===== config.mk =====
export PLATFORM = sky130hd
export DESIGN_NAME = systolic_skew_buffer
export DESIGN_NICKNAME = d
export VERILOG_FILES = /design/src/rtl/systolic_skew_buffer.sv
export SDC_FILE = /design/constraint.sdc
export NUM_CORES = 1
export LEC_CHECK = 0
export CAP_MARGIN = 30
export CELL_PAD_IN_SITES_DETAIL_PLACEMENT = 1
export CELL_PAD_IN_SITES_GLOBAL_PLACEMENT = 1
export CORE_UTILIZATION = 34
export DETAILED_ROUTE_END_ITERATION = 8
export DONT_BUFFER_PORTS = 1
export PLACE_DENSITY = 0.58
export SYNTH_ARGS = -nofsm -noshare
export SYNTH_HDL_FRONTEND = slang
export SYNTH_SLANG_ARGS = --single-unit

===== constraint.sdc =====
create_clock -name in_clk -period 10.2 [get_ports in_clk]
set_input_delay 0.51 -clock in_clk [delete_from_list [all_inputs] [get_ports in_clk]]
set_output_delay 0.51 -clock in_clk [all_outputs]
set_load 0.005 [all_outputs]

===== src/rtl/systolic_skew_buffer.sv =====
// Per-lane delay line that skews (lane k delayed k) or deskews (lane k delayed LANES-1-k)
// vectors entering or leaving the PE grid, with a stall input and a tile-drain FSM.
module systolic_skew_buffer #(
   parameter int LANES = 9,
   parameter int DW    = 9,
   parameter int MODE  = 0
) (
   input  logic                  in_clk,
   input  logic                  in_rst,
   input  logic                  in_valid,
   output logic                  in_ready,
   input  logic                  in_last,
   input  logic [LANES*DW-1:0]   in_data,
   input  logic                  out_ready,
   output logic [LANES-1:0]      out_valid,
   output logic [LANES*DW-1:0]   out_data,
   output logic                  out_last,
   output logic                  busy
);

   localparam int MAXD = LANES - 1;
   localparam int CW   = $clog2(LANES) + 1;
   localparam logic [CW-1:0] CNT_END = CW'((LANES >= 2) ? LANES - 2 : 0);

   localparam logic [1:0] IDLE  = 2'd0;
   localparam logic [1:0] RUN   = 2'd1;
   localparam logic [1:0] DRAIN = 2'd2;

   logic          advance;
   logic          accept;
   logic [1:0]    state;
   logic [CW-1:0] cnt;
   logic [LANES-1:0] lane_busy;

   assign advance  = out_ready;
   assign in_ready = out_ready && (state != DRAIN);
   assign accept   = in_valid && in_ready;

   for (genvar k = 0; k < LANES; k++) begin : g_lane
      localparam int D = (MODE == 0) ? k : LANES - 1 - k;

      logic [DW-1:0] head_data;
      assign head_data = accept ? in_data[k*DW +: DW] : '0;

      if (D == 0) begin : g_comb
         assign out_valid[k]          = accept;
         assign out_data[k*DW +: DW]  = head_data;
         assign lane_busy[k]          = 1'b0;
      end else begin : g_chain
         logic [D-1:0]  v_q;
         logic [DW-1:0] d_q [D];

         // NOTE: data stages are cleared on reset as well as the valids, because out_data
         // must read zero for every lane whose valid is low, including straight after reset.
         always_ff @(posedge in_clk) begin
            if (in_rst) begin
               v_q <= '0;
               for (int i = 0; i < D; i++) d_q[i] <= '0;
            end else if (advance) begin
               v_q[0] <= accept;
               d_q[0] <= head_data;
               for (int i = 1; i < D; i++) begin
                  v_q[i] <= v_q[i-1];
                  d_q[i] <= d_q[i-1];
               end
            end
         end

         assign out_valid[k]         = v_q[D-1];
         assign out_data[k*DW +: DW] = d_q[D-1];
         assign lane_busy[k]         = |v_q;
      end
   end

   // The last-tag travels alongside the longest lane so it surfaces with the tile's final element.
   if (MAXD == 0) begin : g_tag_comb
      assign out_last = accept && in_last;
   end else begin : g_tag_chain
      logic [MAXD-1:0] tag_q;

      always_ff @(posedge in_clk) begin
         if (in_rst) begin
            tag_q <= '0;
         end else if (advance) begin
            tag_q[0] <= accept && in_last;
            for (int i = 1; i < MAXD; i++) tag_q[i] <= tag_q[i-1];
         end
      end

      assign out_last = tag_q[MAXD-1];
   end

   always_ff @(posedge in_clk) begin
      if (in_rst) begin
         state <= IDLE;
         cnt   <= '0;
      end else if (advance) begin
         case (state)
            IDLE, RUN: begin
               if (accept) begin
                  if (in_last) begin
                     state <= (LANES > 1) ? DRAIN : IDLE;
                     cnt   <= '0;
                  end else begin
                     state <= RUN;
                  end
               end
            end
            DRAIN: begin
               cnt <= cnt + 1'b1;
               if (cnt == CNT_END) state <= IDLE;
            end
            default: state <= IDLE;
         endcase
      end
   end

   assign busy = (state != IDLE) || (|lane_busy);

endmodule


Yosys cells after proc, flatten, opt, wreduce, memory -nomap -nowiden
Memories as Yosys holds them, arrays and structs flattened.
Cells that the tools add are included.
{ "classes": {"add_sub_neg": 1, "n_mul": 0, "div_mod_pow": 0, "magnitude_cmp": 0, "n_eq_ne": 7, "n_shift": 0, "muxes": 58, "bitwise_logic": 35, "n_reduce_logical": 12} }
{ "ops": {"columns": ["cell", "n"], "rows": [
  ["9-bit 2-to-1 mux", 45],
  ["36-bit OR reduction", 1],
  ["1-bit OR", 35],
  ["5-bit 2-to-1 mux", 2],
  ["5-bit one-hot mux with 2 select lines", 1],
  ["9-bit OR reduction", 1],
  ["2-bit inequality test (second input constant)", 4],
  ["1-bit 2-to-1 mux", 6],
  ["2-bit 2-to-1 mux", 3],
  ["5-bit by 1-bit adder with 5-bit output (second input constant)", 1],
  ["5-bit by 3-bit equality test with 1-bit output (second input constant)", 1],
  ["2-bit one-hot mux with 2 select lines", 1],
  ["4-bit AND reduction", 1],
  ["2-bit nonzero test", 2],
  ["1-bit logical AND", 3],
  ["3-bit AND reduction", 1],
  ["2-bit by 1-bit equality test with 1-bit output (second input constant)", 1],
  ["2-bit equality test (second input constant)", 1],
  ["2-bit logical NOT", 1],
  ["2-bit OR reduction", 1],
  ["1-bit logical OR", 1]
]} }
{ "word_totals": {"ff_bits": 51, "latch_bits": 0, "mem_bits_rw": 324, "rom_bits": 0, "inputBits": 86, "out_inout_bits": 93, "wordCells": 132, "n_memories": 8} }
{ "memory_table": {"columns": ["name", "depth", "width", "read_ports", "rd_clocked_by_memory_dff", "wr", "line_no", "source"], "rows": [
  ["g_lane[8].g_chain.d_q", 8, 9, 8, 0, 8, "51", "logic [DW-1:0] d_q [D];"],
  ["g_lane[7].g_chain.d_q", 7, 9, 7, 0, 7, "51", null],
  ["g_lane[6].g_chain.d_q", 6, 9, 6, 0, 6, "51", null],
  ["g_lane[5].g_chain.d_q", 5, 9, 5, 0, 5, "51", null],
  ["g_lane[4].g_chain.d_q", 4, 9, 4, 0, 4, "51", null],
  ["g_lane[3].g_chain.d_q", 3, 9, 3, 0, 3, "51", null],
  ["+2 memories", null, null, null, null, null, null, null]
]} }

Logic depth before layout (Yosys ltp)
{ "logic_depth": {"word_depth": 5, "ltp_mapped": 6, "depth_no_buf": 4} }

Worst setup path before layout
Ideal clock, no wire load.
{ "synth_path": {"path_kind": "in2reg", "startpoint": "in out_ready", "endpoint": "mem g_lane[1].g_chain.d_q[0][0], enable pin", "setup_time_ns": 0.674, "arrival_time_ns": 7.233, "t_required_ns": 9.526, "setup_slack_ns": 2.293, "stages": 4, "n_path_buf": 2, "cell_sequence": "buf_4 -> buf_2 -> nor2_1 -> inv_1"} }
{ "synth_via": {"elab_chain_len": 5} }
{ "synth_lines": {"columns": ["item", "line_no", "source"], "rows": [
  ["start, declared", "14", "input logic out_ready,"],
  ["1-bit 2-to-1 mux *", "59", "end else if (advance) begin"],
  ["1-bit 2-to-1 mux *", "56", "if (in_rst) begin"],
  ["1-bit 2-to-1 mux (implied by the code) *", "61", "d_q[0] <= head_data;"],
  ["9-bit OR reduction (no source line)", null, null],
  ["1-bit 2-to-1 mux (no source line) *", null, null],
  ["end, declared", "51", null]
]} }
Every way passes the cells marked *; elsewhere a longest branch is shown, timed or not.

==> flow_metrics.py <==
metrics = {
    "synthesis": {
        "synth-main-ff-cell": "edfxtp_1",
        "netlist_instances": 844,
        "synth_top_family_by_area": "simple AND/OR/NAND/NOR gates",
        "syn_area_mm2": 0.0135,
        "synth_edf_count": 324,
        "synth_mux_area_frac": 0.0118,
        "synth_compound_area_frac": 0.00619,
        "syn_avg_cell_area_um2": 16.0,
        "synth.ff_latch_count": 347,
        "ys_types": 34,
        "synth_xor_area_frac": 0,
        "synthArstFlopShare": 0,
        "synth.yosys.warnings": 0,
        "synth_nets": 931,
        "synthSimpleGateAreaFrac": 0.183,
        "synth_fa_ha_area_frac": 0.000924,
        "ys_seq_area_frac": 0.752,
    },
    "placement": {
        "dp_hpwl_um": 11500,
        "globalplace.congestion": 0.707,
        "port_buffers": 0,
        "dp.cells": 1281,
    },
    "clock_network": {
        "clockBufferDepth": 3,
        "clock-sinks": 347,
        "cts.htree.levels": 2,
        "post_cts_buffers": 0,
        "cts_made_buffers": 40,
        "cts_resized": 0,
        "holdBufCountCts": 0,
        "clk_pin_slew_ns": 0.06,
        "cts_tree": "yes",
        "cts_root_buffer": "clkbuf_16",
        "clk_latency_ns": 0.53,
    },
    "timing": {
        "tightest_slew_ns": 0.854,
        "min_period_ns": 2.37,
        "final_max_slew_viol_count": 0,
        "rsz0062_at_grt": "false",
        "hold_violations": 0,
        "period_share": 0.233,
        "clock-skew-final_ns": 0.0103,
        "whs_ns": 0.0425,
        "max_slew_margin": 0.431,
        "setup_viol": 0,
        "max_freq_ghz": 0.421,
        "setup_total_negative_slack_ns": 0,
    },
    "drt": {
        "antenna_left": 0,
        "route.met2.wl_um": 9520,
        "dr_total_vias": 5667,
        "wirelength_um": 20000,
        "drt_pass1_iterations": 4,
        "wl_per_cell_um": 14.7,
        "wl_met1_um": 8790,
        "drcViolationCount": 0,
        "met3_length_um": 1080,
        "top_layer_used": "met4",
        "drt_iter0_markers": 261,
        "viasPerCell": 4.18,
    },
    "global_route": {
        "grt_pass1_wl_um": 31600,
        "grt_use_total": 0.0996,
        "antenna_found_initial": 0,
        "grt_start_max_net_pins": 133,
        "grt.overflow.total": 0,
        "grt_pass1_vias": 5841,
    },
    "die": {
        "die_h_um": 202,
        "io_pins": 179,
        "die_area_mm2": 0.0406,
        "initial_utilization": 0.347,
        "rows": 72,
        "core_mm2": 0.0390,
        "die_w_um": 202,
    },
    "layout": {
        "nets": 893,
        "synthToLayoutAreaGrowth_pct": 11.4,
        "drive_gt1_frac": 0.152,
        "final-instance-count-excl-fill": 1356,
        "final_util": 0.387,
        "antenna_cells": 0,
    },
    "critical_path": {
        "crit_path_max_fanout": 132,
        "end_kind": "register",
        "cp.required_ns": 10.39,
        "path_class": "in2reg",
        "worstPathArrival_ns": 2.57,
        "startpoint_type": "input pin",
    },
    "status": {
        "status": "complete, no violations",
    },
    "pwr": {
        "power_w": 0.00321,
        "peakVddDrop_mv": 0.105,
        "leakage_nw": 5.78,
        "p_per_area_mw_per_mm2": 213,
    },
    "min_path": {
        "hold_path_class": "in2reg",
    },
    "run": {
        "cap_violations": 0,
    },
}
registers in the layout, indices dropped and copies added, names as in the netlist:
name and flops:
g_lane.g_chain.d_q 324, cnt 5, g_tag_chain.tag_q 8, state 2
g_lane.g_chain.v_q 8
placed cells by master (no fill, tap or decap), types with 5 or more instances in the layout:
master,netlist,routed
nor2b_1,28,28
clkinv_2,0,6
bufinv_16,0,7
mux2i_1,16,16
clkbuf_1,10,7
and2_4,55,55
a21oi_1,5,5
clkbuf_16,0,41
buf_4,48,5
and2_1,251,251
dfxtp_1,23,23
clkinv_1,0,10
nor2_1,19,19
nand3_1,7,7
edfxtp_1,324,324
area by class of cell:
type | instances | area (um2)
clock buffers | 48 | 1050
inverters | 2 | 15.0
flip-flops and latches | 347 | 10200
multi-input cells | 406 | 2740
fillers | 3843 | 23900
well taps | 518 | 648
repair buffers | 9 | 140
clock inverters | 26 | 304
layer usage:
layer,track usage,vias up
li1,-,2799
met5,0,-
met1,0.120,2685
met2,0.160,140
met3,0.0358,43
met4,0.0422,0
critical path, stage by stage:
cell and delay, ns:
nor2_1 0.10, inv_8 0.20, buf_16 0.42, buf_4 0.56, buf_4 0.25, buf_16 0.32
where the power goes:
| part | total, W | switching (W) | internal [W] |
|---|---|---|---|
| Combinational | 0.0000852 | 0.0000514 | 0.0000338 |
| Sequential | 0.00167 | 0.0000260 | 0.00164 |
| Clock | 0.00146 | 0.000543 | 0.000913 |
Yosys cell counts, types with 2 or more instances:
cell,count,area share
a21oi_1,5,0.0018
and2_1,251,0.12
and2_4,55,0.036
buf_2,15,0.0055
buf_4,48,0.027
buf_6,10,0.0083
clkbuf_1,10,0.0028
clkbuf_2,5,0.0018
dfxtp_1,23,0.034
edfxtp_1,324,0.72
inv_1,2,0.00055
mux2i_1,16,0.012
nand2_1,2,0.00055
nand3_1,7,0.0026
nand3b_1,3,0.0017
nor2_1,19,0.0053
nor2b_1,28,0.013
nor2b_4,2,0.0020
nor4_1,2,0.00092
o21ai_0,2,0.00074
or3b_1,2,0.0013
per-stage QoR:
stage	setup slack [ns]	instance area (um2)
5_1_grt	7.66	15100
2_1_floorplan	2.29	13500
6_report	7.83	15100
3_3_place_gp	6.44	13600
4_1_cts	7.50	15100
3_5_place_dp	6.91	13700
path summary, 6_finish.rpt:
kind	end	startpoint	depth (start not counted)	slack, ns
worst min-delay path	g_lane[8].g_chain.v_q[6]	in_rst	1	0.04
worst max register to register	g_lane[7].g_chain.d_q[0][3]	state[1]	4	8.35
worst min register to register	g_tag_chain.tag_q[2]	g_tag_chain.tag_q[2]	2	0.49
worst max-delay path	g_lane[8].g_chain.d_q[0][21]	out_ready	6	7.83
cells by family after synthesis:
kind of cell | Yosys count
AND/OR/NAND/NOR | 376
flip-flops | 347
buffers and inverters | 91
multiplexers | 16
AO/OA/AOI/OAI | 13
adder cells (fa/ha/maj) | 1
No activity file was read; power rests on OpenSTA's default activity.
